$ cat config.mk
export PLATFORM = sky130hd
export DESIGN_NAME = mips_decode_stage_flat
export DESIGN_NICKNAME = d
export VERILOG_FILES = /design/src/rtl/mips_isa_pkg.sv /design/src/rtl/mips_decode_stage_if.sv /design/src/rtl/mips_field_decode.sv /design/src/rtl/mips_decode_stage.sv /design/src/flat_wrapper.sv
export SDC_FILE = /design/constraint.sdc
export NUM_CORES = 1
export LEC_CHECK = 0
export ABC_AREA = 1
export CAP_MARGIN = 20
export CORE_AREA = 2 2 151 153
export CTS_BUF_LIST = sky130_fd_sc_hd__clkbuf_8
export DETAILED_ROUTE_END_ITERATION = 16
export DIE_AREA = 0 0 153 155
export GPL_ROUTABILITY_DRIVEN = 0
export SLEW_MARGIN = 20
export SYNTH_ARGS = -nofsm -noshare
export SYNTH_HDL_FRONTEND = slang
export SYNTH_SLANG_ARGS = --single-unit
export TNS_END_PERCENT = 10
$ cat constraint.sdc
create_clock -name clock -period 4.3 [get_ports clock]
set_clock_uncertainty 0.2 [all_clocks]
set_input_delay 0.86 -clock clock [delete_from_list [all_inputs] [get_ports clock]]
set_output_delay 0.86 -clock clock [all_outputs]
set_load 0.1 [all_outputs]
$ cat src/rtl/mips_isa_pkg.sv
// MIPS ISA constants, decoded-entry struct and decode-stage state encoding.
// Shared by mips_field_decode and mips_decode_stage.
package mips_isa_pkg;

  localparam int unsigned OpcodeHi = 31;
  localparam int unsigned OpcodeLo = 26;
  localparam int unsigned RsHi     = 25;
  localparam int unsigned RsLo     = 21;
  localparam int unsigned RtHi     = 20;
  localparam int unsigned RtLo     = 16;
  localparam int unsigned RdHi     = 15;
  localparam int unsigned RdLo     = 11;
  localparam int unsigned ShiftHi  = 10;
  localparam int unsigned ShiftLo  = 6;
  localparam int unsigned FunctHi  = 5;
  localparam int unsigned ImmHi    = 15;
  localparam int unsigned JaddrHi  = 25;

  // Entries carry PC and extended immediate at a fixed maximum width; the stage slices them.
  localparam int unsigned PcMaxW  = 64;
  localparam int unsigned ExtMaxW = 64;

  localparam logic [5:0] OpSpecial = 6'h00;
  localparam logic [5:0] OpJ       = 6'h02;
  localparam logic [5:0] OpJal     = 6'h03;
  localparam logic [5:0] OpAndi    = 6'h0C;
  localparam logic [5:0] OpOri     = 6'h0D;
  localparam logic [5:0] OpXori    = 6'h0E;
  localparam logic [5:0] OpLui     = 6'h0F;
  localparam logic [5:0] OpLb      = 6'h20;
  localparam logic [5:0] OpLw      = 6'h23;
  localparam logic [5:0] OpLbu     = 6'h24;
  localparam logic [5:0] OpLhu     = 6'h25;
  localparam logic [5:0] OpSb      = 6'h28;
  localparam logic [5:0] OpSh      = 6'h29;
  localparam logic [5:0] OpSw      = 6'h2B;

  localparam logic [5:0] FnSll  = 6'h00;
  localparam logic [5:0] FnSrl  = 6'h02;
  localparam logic [5:0] FnSra  = 6'h03;
  localparam logic [5:0] FnJr   = 6'h08;
  localparam logic [5:0] FnAdd  = 6'h20;
  localparam logic [5:0] FnNor  = 6'h27;
  localparam logic [5:0] FnSlt  = 6'h2A;
  localparam logic [5:0] FnSltu = 6'h2B;

  typedef enum logic [1:0] {
    FmtR = 2'd0,
    FmtI = 2'd1,
    FmtJ = 2'd2
  } fmt_e;

  typedef struct packed {
    logic [5:0]         opcode;
    logic [4:0]         rs;
    logic [4:0]         rt;
    logic [4:0]         rd;
    logic [4:0]         shift;
    logic [5:0]         funct;
    logic [15:0]        immediate;
    logic [25:0]        jaddr;
    logic [ExtMaxW-1:0] imm_ext;
    fmt_e               fmt;
    logic [PcMaxW-1:0]  pc;
    logic               illegal;
  } entry_t;

  typedef enum logic [1:0] {
    StEmpty = 2'd0,
    StOne   = 2'd1,
    StFull  = 2'd2
  } state_e;

  function automatic logic is_zero_ext(input logic [5:0] op);
    return (op == OpAndi) || (op == OpOri) || (op == OpXori) || (op == OpLui);
  endfunction

endpackage

$ cat src/rtl/mips_decode_stage_if.sv
// Handshake and decoded-field bundle between an instruction source/sink and mips_decode_stage.
// master = environment side, slave = decode stage.
interface mips_decode_stage_if #(
  parameter int unsigned INSTR_W = 32,
  parameter int unsigned PC_W    = 32,
  parameter int unsigned EXT_W   = 32
) ();

  logic               flush;
  logic               in_valid;
  logic               in_ready;
  logic [INSTR_W-1:0] instruction;
  logic [PC_W-1:0]    pc_in;
  logic               out_valid;
  logic               out_ready;
  logic [5:0]         opcode;
  logic [4:0]         rs;
  logic [4:0]         rt;
  logic [4:0]         rd;
  logic [4:0]         shift;
  logic [5:0]         funct;
  logic [15:0]        immediate;
  logic [25:0]        jaddr;
  logic [EXT_W-1:0]   imm_ext;
  logic [1:0]         fmt;
  logic [PC_W-1:0]    pc_out;
  logic               illegal;

  modport master (
    output flush, in_valid, instruction, pc_in, out_ready,
    input  in_ready, out_valid, opcode, rs, rt, rd, shift, funct, immediate, jaddr,
    input  imm_ext, fmt, pc_out, illegal
  );

  modport slave (
    input  flush, in_valid, instruction, pc_in, out_ready,
    output in_ready, out_valid, opcode, rs, rt, rd, shift, funct, immediate, jaddr,
    output imm_ext, fmt, pc_out, illegal
  );

endinterface

$ cat src/rtl/mips_field_decode.sv
// Combinational instruction word -> decoded entry. Opcode/funct legality check is built only
// when MIPS_DECODE_ILLEGAL_CHECK_EN is defined; otherwise illegal is constant 0.
module mips_field_decode
  import mips_isa_pkg::*;
#(
  parameter int unsigned INSTR_W = 32,
  parameter int unsigned PC_W    = 32
) (
  input  logic [INSTR_W-1:0] instruction,
  input  logic [PC_W-1:0]    pc,
  output entry_t             entry
);

  logic [15:0] imm;
  assign imm = instruction[ImmHi:0];

  always_comb begin
    entry           = '0;
    entry.opcode    = instruction[OpcodeHi:OpcodeLo];
    entry.rs        = instruction[RsHi:RsLo];
    entry.rt        = instruction[RtHi:RtLo];
    entry.rd        = instruction[RdHi:RdLo];
    entry.shift     = instruction[ShiftHi:ShiftLo];
    entry.funct     = instruction[FunctHi:0];
    entry.immediate = imm;
    entry.jaddr     = instruction[JaddrHi:0];
    entry.imm_ext   = is_zero_ext(entry.opcode) ? {{(ExtMaxW-16){1'b0}}, imm}
                                                : {{(ExtMaxW-16){imm[15]}}, imm};
    if (entry.opcode == OpSpecial) begin
      entry.fmt = FmtR;
    end else if ((entry.opcode == OpJ) || (entry.opcode == OpJal)) begin
      entry.fmt = FmtJ;
    end else begin
      entry.fmt = FmtI;
    end
    entry.pc[PC_W-1:0] = pc;
`ifdef MIPS_DECODE_ILLEGAL_CHECK_EN
    if (entry.opcode == OpSpecial) begin
      entry.illegal = !(entry.funct inside {FnSll, FnSrl, FnSra, FnJr, [FnAdd:FnNor],
                                            FnSlt, FnSltu});
    end else begin
      entry.illegal = !(entry.opcode inside {[OpJ:OpLui], OpLb, OpLw, OpLbu, OpLhu,
                                             OpSb, OpSh, OpSw});
    end
`else
    entry.illegal = 1'b0;
`endif
  end

  // Bits above the fixed 32-bit layout carry no fields.
  if (INSTR_W > 32) begin : g_wide
    logic unused_instr_hi;
    assign unused_instr_hi = ^instruction[INSTR_W-1:32];
  end

endmodule

$ cat src/rtl/mips_decode_stage.sv
// Registered, flow-controlled MIPS decode stage with a two-entry skid buffer and flush.
// Optional opcode/funct legality check: define MIPS_DECODE_ILLEGAL_CHECK_EN.
module mips_decode_stage
  import mips_isa_pkg::*;
#(
  parameter int unsigned INSTR_W = 32,
  parameter int unsigned PC_W    = 32,
  parameter int unsigned EXT_W   = 32
) (
  input logic                 clock,
  input logic                 reset_n,
  mips_decode_stage_if.slave  bus
);

  state_e state_q, state_d;
  entry_t out_q, out_d;
  entry_t skid_q, skid_d;
  entry_t dec;
  logic   accept, take;

  mips_field_decode #(
    .INSTR_W(INSTR_W),
    .PC_W   (PC_W)
  ) u_field_decode (
    .instruction(bus.instruction),
    .pc         (bus.pc_in),
    .entry      (dec)
  );

  assign bus.in_ready  = (state_q != StFull);
  assign bus.out_valid = (state_q != StEmpty);
  assign accept        = bus.in_valid && bus.in_ready;
  assign take          = bus.out_valid && bus.out_ready;

  always_comb begin
    state_d = state_q;
    out_d   = out_q;
    skid_d  = skid_q;
    if (bus.flush) begin
      state_d = StEmpty;
    end else begin
      unique case (state_q)
        StEmpty: begin
          if (accept) begin
            out_d   = dec;
            state_d = StOne;
          end
        end
        StOne: begin
          if (accept && take) begin
            out_d = dec;
          end else if (accept) begin
            skid_d  = dec;
            state_d = StFull;
          end else if (take) begin
            state_d = StEmpty;
          end
        end
        StFull: begin
          if (take) begin
            out_d   = skid_q;
            state_d = StOne;
          end
        end
        default: state_d = StEmpty;
      endcase
    end
  end

  always_ff @(posedge clock) begin
    if (!reset_n) begin
      state_q <= StEmpty;
      out_q   <= '0;
      skid_q  <= '0;
    end else begin
      state_q <= state_d;
      out_q   <= out_d;
      skid_q  <= skid_d;
    end
  end

  assign bus.opcode    = out_q.opcode;
  assign bus.rs        = out_q.rs;
  assign bus.rt        = out_q.rt;
  assign bus.rd        = out_q.rd;
  assign bus.shift     = out_q.shift;
  assign bus.funct     = out_q.funct;
  assign bus.immediate = out_q.immediate;
  assign bus.jaddr     = out_q.jaddr;
  assign bus.imm_ext   = out_q.imm_ext[EXT_W-1:0];
  assign bus.fmt       = out_q.fmt;
  assign bus.pc_out    = out_q.pc[PC_W-1:0];
  assign bus.illegal   = out_q.illegal;

  // Entry widths exceed the configured ones; the surplus bits are never presented.
  logic unused_entry_hi;
  assign unused_entry_hi = ^{out_q.pc, out_q.imm_ext};

endmodule

$ cat src/flat_wrapper.sv
// flat-port wrapper written by rule: the top's interface ports become plain ports
module mips_decode_stage_flat import mips_isa_pkg::*;
#(
  parameter int unsigned INSTR_W = 32,
  parameter int unsigned PC_W    = 32,
  parameter int unsigned EXT_W   = 32
)
  (clock, reset_n, bus_flush, bus_in_valid, bus_instruction, bus_pc_in, bus_out_ready, bus_in_ready, bus_out_valid, bus_opcode, bus_rs, bus_rt, bus_rd, bus_shift, bus_funct, bus_immediate, bus_jaddr, bus_imm_ext, bus_fmt, bus_pc_out, bus_illegal);
  mips_decode_stage_if #(.INSTR_W(INSTR_W), .PC_W(PC_W), .EXT_W(EXT_W)) bus_i ();
  input logic clock;
  input logic reset_n;
  input wire logic [$bits(bus_i.flush)-1:0] bus_flush;
  input wire logic [$bits(bus_i.in_valid)-1:0] bus_in_valid;
  input wire logic [$bits(bus_i.instruction)-1:0] bus_instruction;
  input wire logic [$bits(bus_i.pc_in)-1:0] bus_pc_in;
  input wire logic [$bits(bus_i.out_ready)-1:0] bus_out_ready;
  output wire logic [$bits(bus_i.in_ready)-1:0] bus_in_ready;
  output wire logic [$bits(bus_i.out_valid)-1:0] bus_out_valid;
  output wire logic [$bits(bus_i.opcode)-1:0] bus_opcode;
  output wire logic [$bits(bus_i.rs)-1:0] bus_rs;
  output wire logic [$bits(bus_i.rt)-1:0] bus_rt;
  output wire logic [$bits(bus_i.rd)-1:0] bus_rd;
  output wire logic [$bits(bus_i.shift)-1:0] bus_shift;
  output wire logic [$bits(bus_i.funct)-1:0] bus_funct;
  output wire logic [$bits(bus_i.immediate)-1:0] bus_immediate;
  output wire logic [$bits(bus_i.jaddr)-1:0] bus_jaddr;
  output wire logic [$bits(bus_i.imm_ext)-1:0] bus_imm_ext;
  output wire logic [$bits(bus_i.fmt)-1:0] bus_fmt;
  output wire logic [$bits(bus_i.pc_out)-1:0] bus_pc_out;
  output wire logic [$bits(bus_i.illegal)-1:0] bus_illegal;
  assign bus_i.flush = bus_flush;
  assign bus_i.in_valid = bus_in_valid;
  assign bus_i.instruction = bus_instruction;
  assign bus_i.pc_in = bus_pc_in;
  assign bus_i.out_ready = bus_out_ready;
  assign bus_in_ready = bus_i.in_ready;
  assign bus_out_valid = bus_i.out_valid;
  assign bus_opcode = bus_i.opcode;
  assign bus_rs = bus_i.rs;
  assign bus_rt = bus_i.rt;
  assign bus_rd = bus_i.rd;
  assign bus_shift = bus_i.shift;
  assign bus_funct = bus_i.funct;
  assign bus_immediate = bus_i.immediate;
  assign bus_jaddr = bus_i.jaddr;
  assign bus_imm_ext = bus_i.imm_ext;
  assign bus_fmt = bus_i.fmt;
  assign bus_pc_out = bus_i.pc_out;
  assign bus_illegal = bus_i.illegal;
  mips_decode_stage #(.INSTR_W(INSTR_W), .PC_W(PC_W), .EXT_W(EXT_W)) u_core (.clock(clock), .reset_n(reset_n), .bus(bus_i));
endmodule
* After elaboration in Yosys (flattened, before gate mapping)
Cells that the tools add are included.
Word-level totals: register bits 315, output and inout bits 143
Operators by class: eq/ne operators 14, muxes and demuxes 13, bitwise gates (word level) 3, reductions and logical operators 15
Operator list (count):
- 205-bit 2-to-1 mux | 3
- 205-bit case mux with 3 select lines | 1
- 64-bit 2-to-1 mux | 1
- 6-bit by 4-bit equality test with 1-bit output (second input constant) | 4
- 2-bit 2-to-1 mux | 7
- 6-bit by 2-bit equality test with 1-bit output (second input constant) | 2
- 4-bit AND reduction | 2
- 6-bit zero test | 1
- 2-bit by 1-bit inequality test with 1-bit output (second input constant) | 3
- 2-bit case mux with 3 select lines | 1
- 5-bit AND reduction | 1
- 1-bit logical OR | 4
- 2-bit inequality test (second input constant) | 2
- 1-bit logical AND | 3
- 3-bit by 1-bit inequality test with 1-bit output (second input constant) | 1
- 1-bit inverter | 3
- 3-bit nonzero test | 1
- 2-bit by 1-bit equality test with 1-bit output (second input constant) | 1
- 2-bit equality test (second input constant) | 1
- 2-bit zero test | 1
- 2-bit nonzero test | 1
- 2-bit OR reduction | 1

* Logic depth before layout (Yosys ltp)
word-level depth 7, depth in mapped cells 10

* Modules after synthesis
A second synthesis with hierarchy kept.
Second synthesis, totals: cell total of the unflattened synthesis 2231, area, all modules 14462.6 sq um
By module, submodules not included:
- mips_decode_stage | instances 1, cells an instance 2017, area an instance 12896.1 sq um, sequential area each 5685.5 sq um
- mips_field_decode | instances 1, cells an instance 214, area an instance 1566.5 sq um, sequential area each 0.0 sq um

* Least setup slack after synthesis
Ideal clock, no wire load.
kind flip-flop to output port, start register, netlist name u_core.bus.imm_ext[30], end output port bus_imm_ext[17], data arrival time 1.625 ns, setup slack 1.615 ns, stages on the path, launching flop included 2, buffers on the path 1, cell sequence dfxtp_1 > buf_4
RTL lines:
- end, declared | RTL line flat_wrapper.sv:27 | output wire logic [$bits(bus_i.imm_ext)-1:0] bus_imm_ext;

==> out/results.txt <==
Hold Path End = u_core.skid_q[7]
Crit path largest cell delay = 1.25 ns
crit path max fanout = 17
die span in y = 155 µm
multi-input logic area = 2560 µm²
Bufs and invs on worst path = 1
post-place setup slack = 1.29 ns
critical path's top delay family = buffers and inverters
largest net degree at the start of global routing = 102
crit path launch type = flip-flop
Detailed Route WL = 16,100 µm
syn avg cell area = 6.49 µm²
RSZ-0062 raised after global routing = false
Boundary Pins = 212
Yosys cell types = 19
post-cts resize count = 0
drt wl/cell = 11.4 µm
RR Startpoint = u_core.state_q[0]
hpwl dp = 10,300 µm
# diodes = 0
Initial DRT Pass Iterations = 4
Tcrit/Tclk final = 79.5%
power per cell area = 427 nW/µm²
crit path kind = flip-flop to output port
clk_lat worst skew = 0.44 ns
synthesized instance count = 1,002
f_max = 0.293 GHz
Final Max Slew Viols = 0
CP Launch Point = u_core.bus.imm_ext[30]
Worst R2R End = u_core.bus.pc_out[13]
max cap viols = 0
required time worst endpoint = 3.24 ns
placed insts = 1,373
leakage power = 3.76 nW
GR Overflow Total = 0
peak supply drop = 0.147 mV
Remaining DRCs = 0
fin worst setup slack = 0.883 ns
Initial Util = 29.3%
post-synthesis sequential area ratio = 41.8%
DR vias/cell = 4.18
critical path's slowest cell = clkdlybuf4s50_1
Worst-path clk slew = 0.08 ns
worst-margin pin slew = 1.03 ns
vias in the first global route = 5,194
Synth Cell Area = 6510 µm²
R2R cell count = 6
Core ar. = 22,200 µm²
Area Growth Syn to Fin = 32.0%
proportion of layout cells with a drive suffix above 1 = 4.02%
htree depth = 4
Fin Setup TNS = 0 ns
CP cell instances = clkdlybuf4s50_1
HP Class = flip-flop to flip-flop
setup violators final = 0
most frequent cells in the layout = nand2_1, clkdlybuf4s50_1, nor2_1
Synth Register Bits = 136
hold_buf cts = 0
Num CTS Buffers = 17
Synth Warn # = 0
Die ar. = 23,700 µm²
maximum clock path buffer count = 2
setup slack, reg-to-reg = 2.07 ns
syn_nets = 1,071
Detail Route Antenna Nets = 0
Data arrival, critical path = 2.36 ns
All-Layer GR Usage = 13.3%
Setup crit end kind = output port
register area = 2720 µm²
leading cell type in the layout, fill and taps excluded = nand2_1
min Tclk post-route = 3.42 ns
min-delay src = u_core.skid_q[7]
initial drt markers = 234
Rel. slew slack = 31.3%
first-pass GRT wire length = 26,200 µm
clock root cell = clkbuf_8
I/O Buffers = 210
Rows = 55
initial antenna violation count = 0
buffer count from post-CTS setup fixing = 0
Via Count = 5,871
final instance area = 8590 µm²
DP Area = 8220 µm²
Post-Layout Cell Count = 1,405
CTS tree = yes
fillers = 2,325
final core occ = 38.6%
status = finished, final reports clean
Final nets = 1,176
clock sinks = 136
hold depth = 2
Horiz. Die Dim = 153 µm
Hold Fails Final Rpt = 0
-- registers in the layout (all words and copies together) (netlist names) --
| signal | cells |
|---|---|
| u_core.bus.opcode | 6 |
| u_core.bus.jaddr | 20 |
| u_core.bus.imm_ext | 1 |
| u_core.bus.fmt | 2 |
| u_core.skid_q | 67 |
| u_core.bus.pc_out | 32 |
| u_core.bus.rs | 5 |
| u_core.state_q | 2 |
| u_core.bus.rt | 1 |
-- layout make-up --
class | instances | area share [%]
clock inverters | 14 | 1.47
repair buffers | 217 | 25.0
inverters | 113 | 4.94
well taps | 285 | 4.15
multi-input cells | 622 | 29.8
flip-flops and latches | 136 | 31.7
clock buffers | 18 | 2.88
-- worst reg2reg max path, cell delays in order (launching register included) --
cell,delay (ns)
dfxtp_1,0.45
inv_2,0.10
nand2_4,0.24
buf_4,0.70
o21ai_0,0.23
nor2_1,0.14
nor2_1,0.06
-- cells in the mapped netlist --
master	n	area (µm²)
a211oi_1	3	22.5
a21oi_1	38	190
buf_1	3	11.3
buf_2	22	110
buf_4	74	556
buf_6	2	22.5
clkbuf_1	30	113
conb_1	1	3.75
dfxtp_1	136	2720
inv_1	111	417
inv_2	2	7.51
nand2_1	267	1000
nand3_1	4	20.0
nand3_2	1	10.0
nand3b_1	2	15.0
nand4_1	2	12.5
nor2_1	201	754
o21a_1	1	7.51
o21ai_0	102	510
-- cells by family after synthesis --
kind of cell,share of synthesized area [%]
compound gates,11.2
buf+inv,19.0
flops,41.8
other cells,0.0576
simple gates,27.9
-- per-stage QoR --
step / hold slack [ns] / total power [mW]
6_report: 0.248 / 3.67
5_1_grt: 0.264 / 3.85
4_1_cts: 0.249 / 3.72
3_5_place_dp: 0.237 / 2.70
3_3_place_gp: 0.233 / 2.69
2_1_floorplan: 0.225 / 2.46
-- worst max path at each step --
stage                      endpoint  cells after the start  slack (ns)
6_report            bus_imm_ext[31]                      1        0.88
5_1_grt             bus_imm_ext[20]                      1        0.77
4_1_cts             bus_imm_ext[31]                      1        0.81
3_5_place_dp       u_core.bus.rs[2]                      9        1.29
3_3_place_gp   u_core.bus.pc_out[4]                      9        1.28
2_1_floorplan       bus_imm_ext[17]                      1        1.62
-- layer usage --
metal,track usage (%),vias up,wire (µm)
li1,-,3154,-
met1,17.6,2554,7740
met2,21.5,155,7210
met3,4.01,8,1020
met4,3.17,0,99
met5,0,-,0
-- where the power goes --
group | leakage, nW | internal, mW | switching, mW
registers | 1.11 | 1.32 | 0.0453
logic | 2.48 | 0.300 | 0.995
clock network | 0.166 | 0.473 | 0.536
Note: power is estimated with default switching activity, not from simulation.
